<file path="src/rtl/note_bank_pkg.sv">
// Shared definitions for the note_bank voice: widths, FSM state codes, helpers.
package note_bank_pkg;

    localparam int NB_LEVEL_W  = 18;
    localparam int NB_TIME_W   = 32;
    localparam int NB_PERIOD_W = 23;
    localparam int NB_OUT_W    = 24;
    localparam int OUT_SHIFT   = 5;

    typedef logic [2:0] state_t;

    localparam state_t S_IDLE    = 3'd0;
    localparam state_t S_ATTACK  = 3'd1;
    localparam state_t S_DECAY   = 3'd2;
    localparam state_t S_SUSTAIN = 3'd3;
    localparam state_t S_RELEASE = 3'd4;

    // Unsigned distance between two envelope levels.
    function automatic logic [NB_LEVEL_W-1:0] level_dist(input logic [NB_LEVEL_W-1:0] a,
                                                         input logic [NB_LEVEL_W-1:0] b);
        logic [NB_LEVEL_W-1:0] r;
        if (a >= b) begin
            r = a - b;
        end else begin
            r = b - a;
        end
        return r;
    endfunction

endpackage

</file>
<file path="src/rtl/note_bank_if.sv">
// Control/audio bundle between note-control logic (master) and the voice (slave).
interface note_bank_if #(
    parameter int LEVEL_W  = note_bank_pkg::NB_LEVEL_W,
    parameter int TIME_W   = note_bank_pkg::NB_TIME_W,
    parameter int PERIOD_W = note_bank_pkg::NB_PERIOD_W,
    parameter int OUT_W    = note_bank_pkg::NB_OUT_W
);
    logic                note_on;
    logic                note_off;
    logic [PERIOD_W-1:0] period;
    logic [LEVEL_W-1:0]  ab;
    logic [LEVEL_W-1:0]  ac;
    logic [TIME_W-1:0]   x;
    logic [TIME_W-1:0]   y;
    logic [TIME_W-1:0]   z;
    logic [OUT_W-1:0]    audio_out;
    logic                done;

    modport master (
        output note_on, note_off, period, ab, ac, x, y, z,
        input  audio_out, done
    );

    modport slave (
        input  note_on, note_off, period, ab, ac, x, y, z,
        output audio_out, done
    );
endinterface

</file>
<file path="src/rtl/note_env_ramp.sv">
// Linear envelope ramp: Bresenham-style error accumulator moving level from
// start to target in exactly `duration` cycles, snapping on the final cycle.
module note_env_ramp import note_bank_pkg::*; #(
    parameter int LEVEL_W = NB_LEVEL_W,
    parameter int TIME_W  = NB_TIME_W
) (
    input  logic               clk_slow,
    input  logic               rst_b,
    input  logic               load_i,
    input  logic               enable_i,
    input  logic [LEVEL_W-1:0] start_i,
    input  logic [LEVEL_W-1:0] target_i,
    input  logic [TIME_W-1:0]  duration_i,
    output logic [LEVEL_W-1:0] level_o,
    output logic               last_o
);

    logic [LEVEL_W-1:0] level_q,  level_d;
    logic [LEVEL_W-1:0] target_q, target_d;
    logic [LEVEL_W-1:0] delta_q,  delta_d;
    logic               up_q,     up_d;
    logic [TIME_W-1:0]  dur_q,    dur_d;
    logic [TIME_W-1:0]  cnt_q,    cnt_d;
    logic [TIME_W:0]    err_q,    err_d;

    logic [TIME_W:0]    err_sum_s;
    logic [TIME_W:0]    err_rem_s;
    logic [TIME_W:0]    dur_ext_s;
    logic               step_s;

    assign dur_ext_s = {1'b0, dur_q};
    assign err_sum_s = err_q + {{(TIME_W + 1 - LEVEL_W){1'b0}}, delta_q};
    assign err_rem_s = err_sum_s - dur_ext_s;
    assign step_s    = (err_sum_s >= dur_ext_s);
    assign last_o    = (dur_q == {TIME_W{1'b0}}) || (cnt_q == (dur_q - TIME_W'(1)));
    assign level_o   = level_q;

    // Next-state: load a new phase, advance the ramp, or hold.
    always_comb begin
        level_d  = level_q;
        target_d = target_q;
        delta_d  = delta_q;
        up_d     = up_q;
        dur_d    = dur_q;
        cnt_d    = cnt_q;
        err_d    = err_q;
        if (load_i) begin
            target_d = target_i;
            delta_d  = level_dist(target_i, start_i);
            up_d     = (target_i >= start_i);
            dur_d    = duration_i;
            cnt_d    = {TIME_W{1'b0}};
            err_d    = {(TIME_W + 1){1'b0}};
            if (duration_i == {TIME_W{1'b0}}) begin
                level_d = target_i;
            end else begin
                level_d = start_i;
            end
        end else if (enable_i) begin
            if (last_o) begin
                level_d = target_q;
            end else begin
                cnt_d = cnt_q + TIME_W'(1);
                if (step_s) begin
                    // Cap keeps err bounded when the slope exceeds 1 LSB/cycle.
                    if (err_rem_s >= dur_ext_s) begin
                        err_d = dur_ext_s;
                    end else begin
                        err_d = err_rem_s;
                    end
                    if (up_q) begin
                        level_d = level_q + LEVEL_W'(1);
                    end else begin
                        level_d = level_q - LEVEL_W'(1);
                    end
                end else begin
                    err_d = err_sum_s;
                end
            end
        end else begin
            level_d = level_q;
        end
    end

    // Ramp state registers.
    always_ff @(posedge clk_slow or negedge rst_b) begin
        if (!rst_b) begin
            level_q  <= {LEVEL_W{1'b0}};
            target_q <= {LEVEL_W{1'b0}};
            delta_q  <= {LEVEL_W{1'b0}};
            up_q     <= 1'b0;
            dur_q    <= {TIME_W{1'b0}};
            cnt_q    <= {TIME_W{1'b0}};
            err_q    <= {(TIME_W + 1){1'b0}};
        end else begin
            level_q  <= level_d;
            target_q <= target_d;
            delta_q  <= delta_d;
            up_q     <= up_d;
            dur_q    <= dur_d;
            cnt_q    <= cnt_d;
            err_q    <= err_d;
        end
    end

endmodule

</file>
<file path="src/rtl/note_bank.sv">
// Single synth voice: ADSR FSM driving a ramp, square oscillator, signed output.
module note_bank import note_bank_pkg::*; #(
    parameter int LEVEL_W  = NB_LEVEL_W,
    parameter int TIME_W   = NB_TIME_W,
    parameter int PERIOD_W = NB_PERIOD_W,
    parameter int OUT_W    = NB_OUT_W
) (
    input  logic       clk_slow,
    input  logic       rst_b,
    note_bank_if.slave bus
);

    state_t              state_q,  state_d;
    logic [PERIOD_W-1:0] phase_q,  phase_d;
    logic [PERIOD_W-1:0] period_q, period_d;
    logic [OUT_W-1:0]    audio_q,  audio_d;
    logic                done_q,   done_d;

    logic                ramp_load_s;
    logic                ramp_en_s;
    logic [LEVEL_W-1:0]  ramp_start_s;
    logic [LEVEL_W-1:0]  ramp_target_s;
    logic [TIME_W-1:0]   ramp_dur_s;
    logic [LEVEL_W-1:0]  level_s;
    logic                last_s;
    logic [OUT_W-1:0]    mag_s;

    note_env_ramp #(
        .LEVEL_W (LEVEL_W),
        .TIME_W  (TIME_W)
    ) u_ramp (
        .clk_slow   (clk_slow),
        .rst_b      (rst_b),
        .load_i     (ramp_load_s),
        .enable_i   (ramp_en_s),
        .start_i    (ramp_start_s),
        .target_i   (ramp_target_s),
        .duration_i (ramp_dur_s),
        .level_o    (level_s),
        .last_o     (last_s)
    );

    assign ramp_en_s = (state_q == S_ATTACK) || (state_q == S_DECAY) || (state_q == S_RELEASE);
    assign mag_s     = {{(OUT_W - LEVEL_W - OUT_SHIFT){1'b0}}, level_s, {OUT_SHIFT{1'b0}}};

    assign bus.audio_out = audio_q;
    assign bus.done      = done_q;

    // Envelope FSM: note_on beats note_off, which beats natural phase ends.
    always_comb begin
        state_d       = state_q;
        done_d        = 1'b0;
        ramp_load_s   = 1'b0;
        ramp_start_s  = level_s;
        ramp_target_s = bus.ab;
        ramp_dur_s    = bus.x;
        case (state_q)
            S_IDLE: begin
                if (bus.note_on) begin
                    state_d     = S_ATTACK;
                    ramp_load_s = 1'b1;
                end else begin
                    state_d = S_IDLE;
                end
            end
            S_ATTACK, S_DECAY, S_SUSTAIN: begin
                if (bus.note_on) begin
                    state_d     = S_ATTACK;
                    ramp_load_s = 1'b1;
                end else if (bus.note_off) begin
                    state_d       = S_RELEASE;
                    ramp_load_s   = 1'b1;
                    ramp_target_s = {LEVEL_W{1'b0}};
                    ramp_dur_s    = bus.z;
                end else if ((state_q == S_ATTACK) && last_s) begin
                    state_d       = S_DECAY;
                    ramp_load_s   = 1'b1;
                    ramp_start_s  = bus.ab;
                    ramp_target_s = bus.ac;
                    ramp_dur_s    = bus.y;
                end else if ((state_q == S_DECAY) && last_s) begin
                    state_d = S_SUSTAIN;
                end else begin
                    state_d = state_q;
                end
            end
            S_RELEASE: begin
                if (bus.note_on) begin
                    state_d     = S_ATTACK;
                    ramp_load_s = 1'b1;
                end else if (last_s) begin
                    state_d = S_IDLE;
                    done_d  = 1'b1;
                end else begin
                    state_d = S_RELEASE;
                end
            end
            default: begin
                state_d = S_IDLE;
            end
        endcase
    end

    // Oscillator: phase wraps at period-1; a new period is picked up only on wrap.
    always_comb begin
        phase_d  = phase_q;
        period_d = period_q;
        if (state_q == S_IDLE) begin
            phase_d  = {PERIOD_W{1'b0}};
            period_d = bus.period;
        end else if (period_q <= PERIOD_W'(1)) begin
            phase_d  = {PERIOD_W{1'b0}};
            period_d = bus.period;
        end else if (phase_q == (period_q - PERIOD_W'(1))) begin
            phase_d  = {PERIOD_W{1'b0}};
            period_d = bus.period;
        end else begin
            phase_d = phase_q + PERIOD_W'(1);
        end
    end

    // Output stage: +m in the first half-period, -m in the second, silent when idle.
    always_comb begin
        audio_d = {OUT_W{1'b0}};
        if (state_q == S_IDLE) begin
            audio_d = {OUT_W{1'b0}};
        end else if (phase_q < (period_q >> 1)) begin
            audio_d = mag_s;
        end else begin
            audio_d = {OUT_W{1'b0}} - mag_s;
        end
    end

    // Voice state, oscillator and output registers.
    always_ff @(posedge clk_slow or negedge rst_b) begin
        if (!rst_b) begin
            state_q  <= S_IDLE;
            phase_q  <= {PERIOD_W{1'b0}};
            period_q <= {PERIOD_W{1'b0}};
            audio_q  <= {OUT_W{1'b0}};
            done_q   <= 1'b0;
        end else begin
            state_q  <= state_d;
            phase_q  <= phase_d;
            period_q <= period_d;
            audio_q  <= audio_d;
            done_q   <= done_d;
        end
    end

endmodule

</file>
<file path="src/flat_wrapper.sv">
// flat-port wrapper written by rule: the top's interface ports become plain ports
module note_bank_flat import note_bank_pkg::*;
#(
    parameter int LEVEL_W  = NB_LEVEL_W,
    parameter int TIME_W   = NB_TIME_W,
    parameter int PERIOD_W = NB_PERIOD_W,
    parameter int OUT_W    = NB_OUT_W
)
  (clk_slow, rst_b, bus_note_on, bus_note_off, bus_period, bus_ab, bus_ac, bus_x, bus_y, bus_z, bus_audio_out, bus_done);
  note_bank_if #(.LEVEL_W(LEVEL_W), .TIME_W(TIME_W), .PERIOD_W(PERIOD_W), .OUT_W(OUT_W)) bus_i ();
  input  logic clk_slow;
  input  logic rst_b;
  input wire logic [$bits(bus_i.note_on)-1:0] bus_note_on;
  input wire logic [$bits(bus_i.note_off)-1:0] bus_note_off;
  input wire logic [$bits(bus_i.period)-1:0] bus_period;
  input wire logic [$bits(bus_i.ab)-1:0] bus_ab;
  input wire logic [$bits(bus_i.ac)-1:0] bus_ac;
  input wire logic [$bits(bus_i.x)-1:0] bus_x;
  input wire logic [$bits(bus_i.y)-1:0] bus_y;
  input wire logic [$bits(bus_i.z)-1:0] bus_z;
  output wire logic [$bits(bus_i.audio_out)-1:0] bus_audio_out;
  output wire logic [$bits(bus_i.done)-1:0] bus_done;
  assign bus_i.note_on = bus_note_on;
  assign bus_i.note_off = bus_note_off;
  assign bus_i.period = bus_period;
  assign bus_i.ab = bus_ab;
  assign bus_i.ac = bus_ac;
  assign bus_i.x = bus_x;
  assign bus_i.y = bus_y;
  assign bus_i.z = bus_z;
  assign bus_audio_out = bus_i.audio_out;
  assign bus_done = bus_i.done;
  note_bank #(.LEVEL_W(LEVEL_W), .TIME_W(TIME_W), .PERIOD_W(PERIOD_W), .OUT_W(OUT_W)) u_core (.clk_slow(clk_slow), .rst_b(rst_b), .bus(bus_i));
endmodule
</file>
<file path="config.mk">
export PLATFORM = sky130hd
export DESIGN_NAME = note_bank_flat
export DESIGN_NICKNAME = d
export VERILOG_FILES = /design/src/rtl/note_bank_pkg.sv /design/src/rtl/note_bank_if.sv /design/src/rtl/note_env_ramp.sv /design/src/rtl/note_bank.sv /design/src/flat_wrapper.sv
export SDC_FILE = /design/constraint.sdc
export NUM_CORES = 1
export LEC_CHECK = 0
export ABC_CLOCK_PERIOD_IN_PS = 8100
export BUFFER_PORTS_ARGS = -buffer_cell sky130_fd_sc_hd__buf_4
export CAP_MARGIN = 20
export CORE_MARGIN = 1
export CORE_UTILIZATION = 30
export CTS_BUF_LIST = sky130_fd_sc_hd__clkbuf_4 sky130_fd_sc_hd__clkbuf_8
export CTS_CLUSTER_SIZE = 12
export DETAILED_ROUTE_END_ITERATION = 6
export PLACE_DENSITY = 0.47
export SKIP_LAST_GASP = 1
export SLEW_MARGIN = 0
export SYNTH_ARGS = -nofsm -noshare
export SYNTH_HDL_FRONTEND = slang
export SYNTH_SLANG_ARGS = --single-unit
</file>
<file path="constraint.sdc">
create_clock -name clk_slow -period 8.1 [get_ports clk_slow]
set_input_delay 0.81 -clock clk_slow [delete_from_list [all_inputs] [get_ports clk_slow]]
set_output_delay 0.81 -clock clk_slow [all_outputs]
set_load 0.05 [all_outputs]
</file>
==> impl_metrics.yaml, run 1 <==
timing:
  fmax_ghz: 0.131
  period_needed_ps: 7650
  finalHoldViolCount: 0
  worst_pin_slew_ps: 1050
  fin_skew_ps: 46.2
  setup_tns_ps: 0
  period_share_pct: 94.5
  rsz0062_at_grt: "false"
  finalMaxSlewViolations: 0
  setup_viol: 0
  slew-limit-headroom_pct: 30.0
synthesis:
  async_flop_share_pct: 100
  ys_seq_area_share_pct: 27.7
  synth_ff_type: "dfrtp_1"
  syn_inst: 2445
  avgSynthCellArea_um2: 8.15
  synth.ff_latch_count: 221
  synth_edf_count: 0
  yosysWarningCount: 0
  syn_area_um2: 19900
  yosysUniqueCellTypes: 86
worst_setup_path:
  start_kind: "flop"
  cp.required_ps: 8640
  cp_max_fo: 18
  arrival_ps: 8200
  slowest_delay_ps: 690
  cpMaxStageDelayCell: "or4_1"
  critPathCaptureType: "flop"
  critPathMostFrequentCell: "a21oi_1"
  crit_type: "flop to flop"
pwr:
  p_switching_mw: 4.01
  pwr-share-comb_pct: 63.4
  ir_drop_mv: 0.185
  seqPwrFrac_pct: 20.6
  p_leak_nw: 10.6
  p_int_mw: 4.24
  clock_power_share_pct: 16.0
  power_density_nw_per_um2: 355
  p_sw_share_pct: 48.6
global_routing:
  grt_pass1_wl_um: 112000
  grt_util_all_layers_pct: 21.3
  gr-total-overflow: 0
  antenna_found_initial: 1
  grt_max_degree: 109
  grt_pass1_vias: 19029
finish:
  layout-drive-gt1-share_pct: 14.8
  final_cell_mix: "nand2_1 (230), dfrtp_1 (221), buf_4 (218), o21ai_0 (206), nor2_1 (184)"
  mostFrequentLayoutCell: "nand2_1"
  fill_cells: 6907
  final_nets: 2910
  final-seq-area_um2: 5530
  fin_util_pct: 35.3
  multi_input_area_um2: 13400
  syn2layout_area_growth_pct: 16.6
detailed_routing:
  first_pass_iters: 6
  drt-total-wl_um: 71900
  vias_per_cell: 5.46
  routedWlPerCell_um: 20.6
  drc_errors: 0
  dr_total_vias: 19032
  drtIter0Drc: 1575
  ant_nets: 0
clocking:
  clockBufferDepth: 3
  cts_htree_levels: 2
  cts_buffers: 46
  clock_sinks: 221
  clockRootBuffer: "clkbuf_8"
  clk_latency_ps: 660
  path_clk_slew_ps: 60
  postCtsSetupRepairBufs: 0
  cts_tree: "built"
die:
  start_util_pct: 30.3
  die_x_um: 260
  chipHeight_um: 260
  ioPinCount: 184
  placementRows: 94
  core_area_um2: 65700
  fp.dieArea_um2: 67500
placement:
  place.gp.congestion: 0.926
  hpwl_um: 55300
  port_buffers: 178
outcome:
  outcome: "completed"
run:
  maxCapViolations: 0
worst_hold_path:
  min_path_type: "primary input to asynchronous set/reset pin"
-- worst paths after layout --
check                                                       start                                     end  slack [ps]  depth (start not counted)
hold / removal                                              rst_b     u_core.u_ramp.dur_q[25]$_DFFE_PN0P_         220                          1
max in group asynchronous                                   rst_b            u_core.phase_q[17]$_DFF_PN0_        6400                          2
setup reg to reg             u_core.u_ramp.delta_q[1]$_DFFE_PN0P_      u_core.u_ramp.err_q[3]$_DFFE_PN0P_         450                         32
min in group clk_slow                               bus_period[4]          u_core.period_q[4]$_DFFE_PN0P_         380                          2
hold reg to reg            u_core.u_ramp.target_q[12]$_DFFE_PN0P_  u_core.u_ramp.target_q[12]$_DFFE_PN0P_         480                          2
setup / recovery             u_core.u_ramp.delta_q[1]$_DFFE_PN0P_      u_core.u_ramp.err_q[3]$_DFFE_PN0P_         450                         32
-- cell type report --
type                       count  area share [%]
antenna                        1          0.0108
clock buffer                  74            4.03
clock inverter                 8           0.296
inverter                     141            2.28
multi-input combinational   1956            57.7
sequential                   221            23.8
tap                          864            4.65
timing repair buffer         220            7.19
-- critical path: cells and delay by family (launching register included) --
| kind | cells | cell delay (ps) |
|---|---|---|
| compound gates | 24 | 4680 |
| fa+ha+maj | 3 | 910 |
| simple gates | 1 | 690 |
| buf+inv | 2 | 430 |
| flops | 1 | 410 |
| xor+xnor | 2 | 380 |
-- power groups by stage --
stage / registers, mW / logic [mW] / clock network, mW
3_3_place_gp: 1.71 / 5.11 / 0
4_1_cts: 1.70 / 5.18 / 1.37
3_5_place_dp: 1.72 / 5.15 / 0
5_1_grt: 1.74 / 5.87 / 1.41
6_report: 1.70 / 5.23 / 1.32
2_1_floorplan: 1.63 / 3.81 / 0
-- per-layer routing --
layer	GRT usage (%)	wire length [um]	up-vias
li1	-	-	9136
met1	30.0	34700	9271
met2	33.8	31900	524
met3	2.89	3570	101
met4	5.67	1750	0
met5	0	0	-
-- kinds of logic (layout without fill, tap and decap cells) --
kind of cell / after synthesis / after routing / share of synthesized area [%]
muxes: 95 / 95 / 5.00
xor gates and xnor gates: 202 / 202 / 8.88
and+or+nand+nor: 816 / 816 / 20.7
other: 1 / 6 / 0.0188
AOI/OAI and AO/OA: 673 / 673 / 21.8
buffers and inverters: 272 / 443 / 5.37
DFF: 221 / 221 / 27.7
adders and majority gates: 165 / 165 / 10.5
-- flip-flops by register name, summed over array words and instances, names as in the netlist --
| name | cells |
|---|---|
| u_core.u_ramp.err_q | 33 |
| u_core.u_ramp.cnt_q | 32 |
| u_core.u_ramp.dur_q | 32 |
| u_core.period_q | 23 |
| u_core.phase_q | 23 |
| u_core.bus.audio_out | 19 |
| u_core.u_ramp.delta_q | 18 |
| u_core.u_ramp.level_o | 18 |
| u_core.u_ramp.target_q | 18 |
| u_core.state_q | 3 |
| u_core.bus.done | 1 |
| u_core.u_ramp.up_q | 1 |
-- per-stage QoR --
step	instance area [um^2]	worst slack, ps	std cells	power, mW	hold slack [ps]
floorplan	19900	997	2449	5.44	445
global placement	22200	398	3402	6.82	464
detailed placement	22200	439	3402	6.86	469
CTS	23200	367	3484	8.26	233
global route	23200	6.86	3485	9.02	253
finish	23200	445	3485	8.25	215
-- synthesized netlist by cell type, drive strengths merged, types with 17 or more instances --
library cell,count,area [um^2]
o21ai,216,1080
o211ai,20,150
a21o,56,420
nand4,41,293
xor2,85,744
inv,141,529
nand2b,20,125
and3,38,238
mux2,36,405
nor3,68,350
nor2b,23,144
a222oi,17,170
a22oi,23,173
nand3,77,390
or3,39,244
a21oi,146,731
mux2i,59,591
buf,35,181
ha,160,2000
nand2,230,863
nor4,37,310
o21a,21,158
a31oi,17,106
o31ai,19,148
clkbuf,96,360
dfrtp,221,5530
nor2,185,702
xnor2,117,1020
-- repair_timing --
action	in CTS	in global routing
endpoints found under the setup margin	0	5
hold buffers	0	0
gates resized for setup	0	2
Note: power is estimated with default switching activity, not from simulation.
==> run 2: changes to the inputs <==
- CTS_CLUSTER_DIAMETER: not set -> 40
- SYNTH_HIERARCHICAL: not set -> 1
==> run 2 against run 1 <==
Compared with the run above:
- critical path depth is 2 lower
- clock skew is 20 ps higher
- power is 17% higher
- worst hold slack worse by 56 ps
- largest power group unchanged
- setup slack worse by 43 ps
- non-clock buffer count is 1 higher
==> impl_metrics.yaml, run 2 <==
outcome:
  outcome: "completed"
timing:
  finalMaxSlewViolations: 0
  slew-limit-headroom_pct: 35.2
  rsz0062_at_grt: "false"
  period_needed_ps: 7700
  setup_tns_ps: 0
  hold_ws_ps: 160
  finalHoldViolCount: 0
  setup_viol: 0
  worst_pin_slew_ps: 962
  fin_skew_ps: 66.6
  period_share_pct: 95.0
  fmax_ghz: 0.130
worst_setup_path:
  cp.required_ps: 8590
  arrival_ps: 8190
  r2r-end: "u_core/u_ramp/err_q[9]$_DFFE_PN0P_"
  reg2reg_slack_ps: 400
  start_kind: "flop"
  r2r-start: "u_core/u_ramp/err_q[1]$_DFFE_PN0P_"
  critPathMostFrequentCell: "o21ai_0"
  critPathCaptureType: "flop"
  reg2reg_depth: 30
  crit_type: "flop to flop"
  slowest_delay_ps: 730
  cp_max_fo: 22
  cpMaxStageDelayCell: "o41ai_1"
detailed_routing:
  drt-total-wl_um: 69100
  vias_per_cell: 5.44
  ant_nets: 0
  dr_total_vias: 18610
  drtIter0Drc: 1313
  first_pass_iters: 6
  routedWlPerCell_um: 20.2
  drc_errors: 0
finish:
  mostFrequentLayoutCell: "dfrtp_1"
  final_nets: 2844
  stdcell_count: 3421
  syn2layout_area_growth_pct: 18.7
  multi_input_area_um2: 13100
  largest_reg_flops: 33
  final-seq-area_um2: 5530
  regMostFlops: "u_core/u_ramp/err_q"
  layout-drive-gt1-share_pct: 16.3
  fill_cells: 6702
  final_cell_mix: "dfrtp_1 (221), buf_4 (217), o21ai_0 (181), nand2_1 (169), nor2_1 (165)"
  largest_registers: "u_core/u_ramp/err_q x33, u_core/u_ramp/cnt_q x32, u_core/u_ramp/dur_q x32"
die:
  core_area_um2: 64600
  chipHeight_um: 258
  ioPinCount: 184
  die_x_um: 258
  placementRows: 93
  fp.dieArea_um2: 66600
  start_util_pct: 30.5
synthesis:
  yosysTopAreaCellShare_pct: 28.1
  yosys.area_share.xor_xnor_pct: 8.77
  synthMuxAreaShare_pct: 4.65
  avgSynthCellArea_um2: 8.34
  synth.ff_latch_count: 221
  yosysMostFrequentCell: "dfrtp_1"
  synthSimpleGateAreaFrac_pct: 18.3
  syn_area_um2: 19700
  yosys-top-cells-count: "dfrtp_1 (221), o21ai_0 (182), nand2_1 (170)"
  synthAdderAreaFrac_pct: 10.7
  ys_top_cells_by_area: "dfrtp_1 (28%), ha_1 (10%), xnor2_1 (5.8%)"
  synth-compound-area-share_pct: 23.6
  ys_seq_area_share_pct: 28.1
  synth_ff_type: "dfrtp_1"
  synth_top_family_by_area: "compound AO/OA/AOI/OAI gates"
  synth_top_cell_by_area: "dfrtp_1"
  async_flop_share_pct: 100
  synth_edf_count: 0
  syn_inst: 2359
  yosysWarningCount: 6
  yosysUniqueCellTypes: 88
global_routing:
  grt_pass1_vias: 18500
  grt_max_degree: 135
  antenna_found_initial: 2
  grt_pass1_wl_um: 108000
  grt_util_all_layers_pct: 20.5
  gr-total-overflow: 0
clocking:
  cts_tree: "built"
  cts_buffers: 56
  path_clk_slew_ps: 60
  cts_htree_levels: 2
  clockBufferDepth: 3
  ctsHoldBuffers: 0
  clk_latency_ps: 680
  clockRootBuffer: "clkbuf_8"
  clock_sinks: 221
worst_hold_path:
  min_path_type: "primary input to asynchronous set/reset pin"
run:
  maxCapViolations: 0
placement:
  dp.cells: 3316
  place.gp.congestion: 0.892
  port_buffers: 178
  hpwl_um: 52600
pwr:
  p_leak_nw: 10.6
  ir_drop_mv: 0.217
  power_density_nw_per_um2: 412
  fin_total_pwr_mw: 9.63
run 2: cell count changes after synthesis, sizes merged, moves of 17 or more:
cell / before / now
nand2: 230 / 171
mux2: 36 / 59
inv: 141 / 163
nor2: 185 / 168
mux2i: 59 / 25
a22o: 8 / 39
xor2: 85 / 66
run 2: cell families after synthesis:
| group | Yosys count |
|---|---|
| muxes | 84 |
| buffers and inverters | 287 |
| AOI/OAI and AO/OA | 693 |
| and+or+nand+nor | 711 |
| other | 1 |
| DFF | 221 |
| adders and majority gates | 165 |
| xor gates and xnor gates | 197 |
run 2: how the worst max path moves through the flow:
stage                                               startpoint                               endpoint  slack, ps  depth (start not counted)
after detailed placement  u_core/u_ramp/delta_q[0]$_DFFE_PN0P_     u_core/u_ramp/err_q[7]$_DFFE_PN0P_        140                         29
after CTS                 u_core/u_ramp/delta_q[0]$_DFFE_PN0P_    u_core/u_ramp/err_q[12]$_DFFE_PN0P_         40                         30
after floorplan             u_core/u_ramp/dur_q[0]$_DFFE_PN0P_  u_core/u_ramp/delta_q[11]$_DFFE_PN0P_        260                         31
after global routing      u_core/u_ramp/delta_q[0]$_DFFE_PN0P_    u_core/u_ramp/err_q[15]$_DFFE_PN0P_         30                         31
final                       u_core/u_ramp/err_q[1]$_DFFE_PN0P_     u_core/u_ramp/err_q[9]$_DFFE_PN0P_        400                         30
after global placement    u_core/u_ramp/delta_q[0]$_DFFE_PN0P_    u_core/u_ramp/err_q[20]$_DFFE_PN0P_        170                         29
run 2: timing repair:
action	CTS	global route
setup buffers	0	0
endpoints found under the setup margin	1	40
resized for setup	1	11
run 2: power by group:
part / internal, mW / switching (mW)
Combinational: 2.59 / 3.66
Clock: 1.00 / 0.643
Sequential: 1.37 / 0.360
Total: 4.97 / 4.66
run 2: area by class of cell:
| cell class | count | share of cell area [%] |
|---|---|---|
| diodes | 1 | 0.0107 |
| clock buffers | 78 | 4.33 |
| clock inverters | 25 | 1.31 |
| inverters | 165 | 2.65 |
| multi-input cells | 1855 | 56.2 |
| flip-flops and latches | 221 | 23.7 |
| well taps | 855 | 4.58 |
| repair buffers | 221 | 7.28 |
run 2: stage by stage:
stage          utilization [%]  instance area, um^2  worst slack [ps]
2_1_floorplan                -                19700               257
3_3_place_gp              34.0                22000               173
3_5_place_dp              34.0                22000               145
4_1_cts                   36.1                23300              43.7
5_1_grt                   36.2                23400              34.3
6_report                  36.2                23400               402
run 2: critical path: cells and delay by family (launching register included):
family          cells  cell delay [ps]
compound gates     15             4070
simple gates        8             1140
fa+ha+maj           3              970
buf+inv             3              660
flops               1              460
xor+xnor            1              200
run 2: routing by layer:
| layer | routed length (um) | global-route usage [%] | up-vias |
|---|---|---|---|
| met4 | 2270 | 7.35 | 0 |
| met2 | 30500 | 32.2 | 598 |
| met5 | 0 | 0 | - |
| met3 | 4260 | 3.70 | 124 |
| met1 | 32000 | 28.0 | 8928 |
| li1 | - | - | 8960 |
==> run 3: changes to the inputs <==
- MAX_ROUTING_LAYER: not set -> met4
==> run 3 against run 2 <==
Compared with the run above:
- the flow now finishes with violations (design-rule violations)
- sequential share of layout area hardly changed
- via count up 0.30%
- power grew 0.15%
- setup slack gained 52 ps
- clock skew down 11 ps
- non-clock buffer count unchanged
- global-route usage increased by 0.29 points
- wire length fell by 1.3%
- die area did not move
- first-iteration DRC count decreased by 4.0%
- critical path type unchanged
==> impl_metrics.yaml, run 3 (synthesized netlist as in run 2, its figures left out) <==
outcome:
  outcome: "complete, but fails checks"
  violations: "design-rule violations"
timing:
  period_needed_ps: 7650
  finalMaxSlewViolations: 0
  period_share_pct: 94.4
  fmax_ghz: 0.131
  worst_pin_slew_ps: 915
  finalHoldViolCount: 0
  slew-limit-headroom_pct: 39.0
  fin_skew_ps: 55.9
  rsz0062_at_grt: "false"
  setup_viol: 0
  setup_tns_ps: 0
finish:
  syn2layout_area_growth_pct: 18.8
  largest_reg_flops: 33
  final_cell_mix: "dfrtp_1 (221), buf_4 (215), o21ai_0 (180), nand2_1 (169), nor2_1 (165)"
  final_area_um2: 23400
  regMostFlops: "u_core/u_ramp/err_q"
  layout-drive-gt1-share_pct: 16.3
  largest_registers: "u_core/u_ramp/err_q x33, u_core/u_ramp/cnt_q x32, u_core/u_ramp/dur_q x32"
  mostFrequentLayoutCell: "dfrtp_1"
  final_nets: 2843
pwr:
  p_leak_nw: 10.5
  power_density_nw_per_um2: 413
  ir_drop_mv: 0.212
clocking:
  clockBufferDepth: 3
  cts_buffers: 55
  clk_latency_ps: 680
  path_clk_slew_ps: 60
  clockRootBuffer: "clkbuf_8"
  clock_sinks: 221
  cts_htree_levels: 2
  cts_tree: "built"
worst_setup_path:
  cpMaxStageDelayCell: "fa_1"
  critPathMostFrequentCell: "ha_1"
  critPathCaptureType: "flop"
  reg2reg_depth: 29
  cp.required_ps: 8610
  arrival_ps: 8160
  slowest_delay_ps: 430
  crit_type: "flop to flop"
  start_kind: "flop"
  cp_max_fo: 22
detailed_routing:
  drc_errors: 4
  drt-total-wl_um: 68200
  top_layer_used: "met4"
  wl_met2_um: 30800
  vias_per_cell: 5.45
  routed-wl-met3_um: 3820
  ant_nets: 0
  drtIter0Drc: 1260
  dr_total_vias: 18665
  met1_length_um: 32100
  first_pass_iters: 7
  routedWlPerCell_um: 19.9
worst_hold_path:
  min_path_type: "primary input to asynchronous set/reset pin"
placement:
  place_area_um2: 22000
  hpwl_um: 52000
  place.gp.congestion: 0.919
  port_buffers: 178
run:
  maxCapViolations: 0
global_routing:
  antenna_found_initial: 3
  gr-total-overflow: 0
  grt_util_all_layers_pct: 20.8
  grt_pass1_vias: 18328
  grt_max_degree: 135
  grt_pass1_wl_um: 107000
die:
  fp.dieArea_um2: 66600
  core_area_um2: 64600
  start_util_pct: 30.5
  placementRows: 93
  ioPinCount: 184
  chipHeight_um: 258
  die_x_um: 258
==> run 3: changes by cell type in the layout (fill, tap and decap cells not counted), moves of 2 or more <==
cell        previous run  this run
buf_4                217       215
clkinvlp_4             5        14
clkbuf_8              68        65
clkinv_4               3         0
clkinv_2              10         6
clkbuf_4              10         8
buf_12                 2         4
==> run 3: path summary, 6_finish.rpt <==
path	startpoint	endpoint	slack, ps
setup reg to reg	u_core/u_ramp/delta_q[0]$_DFFE_PN0P_	u_core/u_ramp/err_q[9]$_DFFE_PN0P_	450
max in group asynchronous	rst_b	u_core/u_ramp/err_q[10]$_DFFE_PN0P_	6720
setup / recovery	u_core/u_ramp/delta_q[0]$_DFFE_PN0P_	u_core/u_ramp/err_q[9]$_DFFE_PN0P_	450
min in group clk_slow	bus_period[22]	u_core/period_q[22]$_DFFE_PN0P_	360
hold / removal	rst_b	u_core/phase_q[2]$_DFF_PN0_	180
hold reg to reg	u_core/u_ramp/target_q[17]$_DFFE_PN0P_	u_core/u_ramp/target_q[17]$_DFFE_PN0P_	470
==> run 3: cell type report <==
type | count | area, um^2
fillers | 6720 | 41200
multi-input cells | 1855 | 13100
flip-flops and latches | 221 | 5530
repair buffers | 221 | 1720
well taps | 855 | 1070
clock buffers | 73 | 955
inverters | 165 | 619
clock inverters | 30 | 382
diodes | 2 | 5.00
==> run 3: layer usage <==
layer	vias to the layer above	global-route usage (%)
met2	527	32.5
met1	9084	27.9
met4	0	5.31
met5	-	-
met3	89	3.30
li1	8965	-
==> run 3: worst max-delay path: cells and delay by family, from the launching register on <==
family,cells,cell delay [ps]
AOI/OAI and AO/OA,13,3690
and+or+nand+nor,10,1500
adders and majority gates,4,1440
DFF,1,380
buffers and inverters,1,250
xor gates and xnor gates,1,180
==> run 3: per-stage QoR <==
step                      hold WS [ps]  instances  utilization (%)  setup slack, ps  power (mW)
after floorplan                    437       2363                -              257        6.21
after global placement             451       3316             34.1              219        7.88
after detailed placement           460       3316             34.1              204        7.90
after CTS                          172       3419             36.1             85.8        9.65
after global routing               223       3422             36.2             9.39        10.5
final                              180       3422             36.2              454        9.65
==> run 3: report_power, final <==
part | internal, mW | switching, mW | total [mW] | leakage, nW
Clock | 1.01 | 0.649 | 1.65 | 0.646
Sequential | 1.37 | 0.354 | 1.73 | 2.84
Combinational | 2.62 | 3.65 | 6.27 | 7.05
==> run 3: repair_timing <==
item	4_1_cts	5_1_grt
hold buffers	0	0
buffers inserted	0	0
gates resized for setup	0	9
endpoints found under the setup margin	0	34
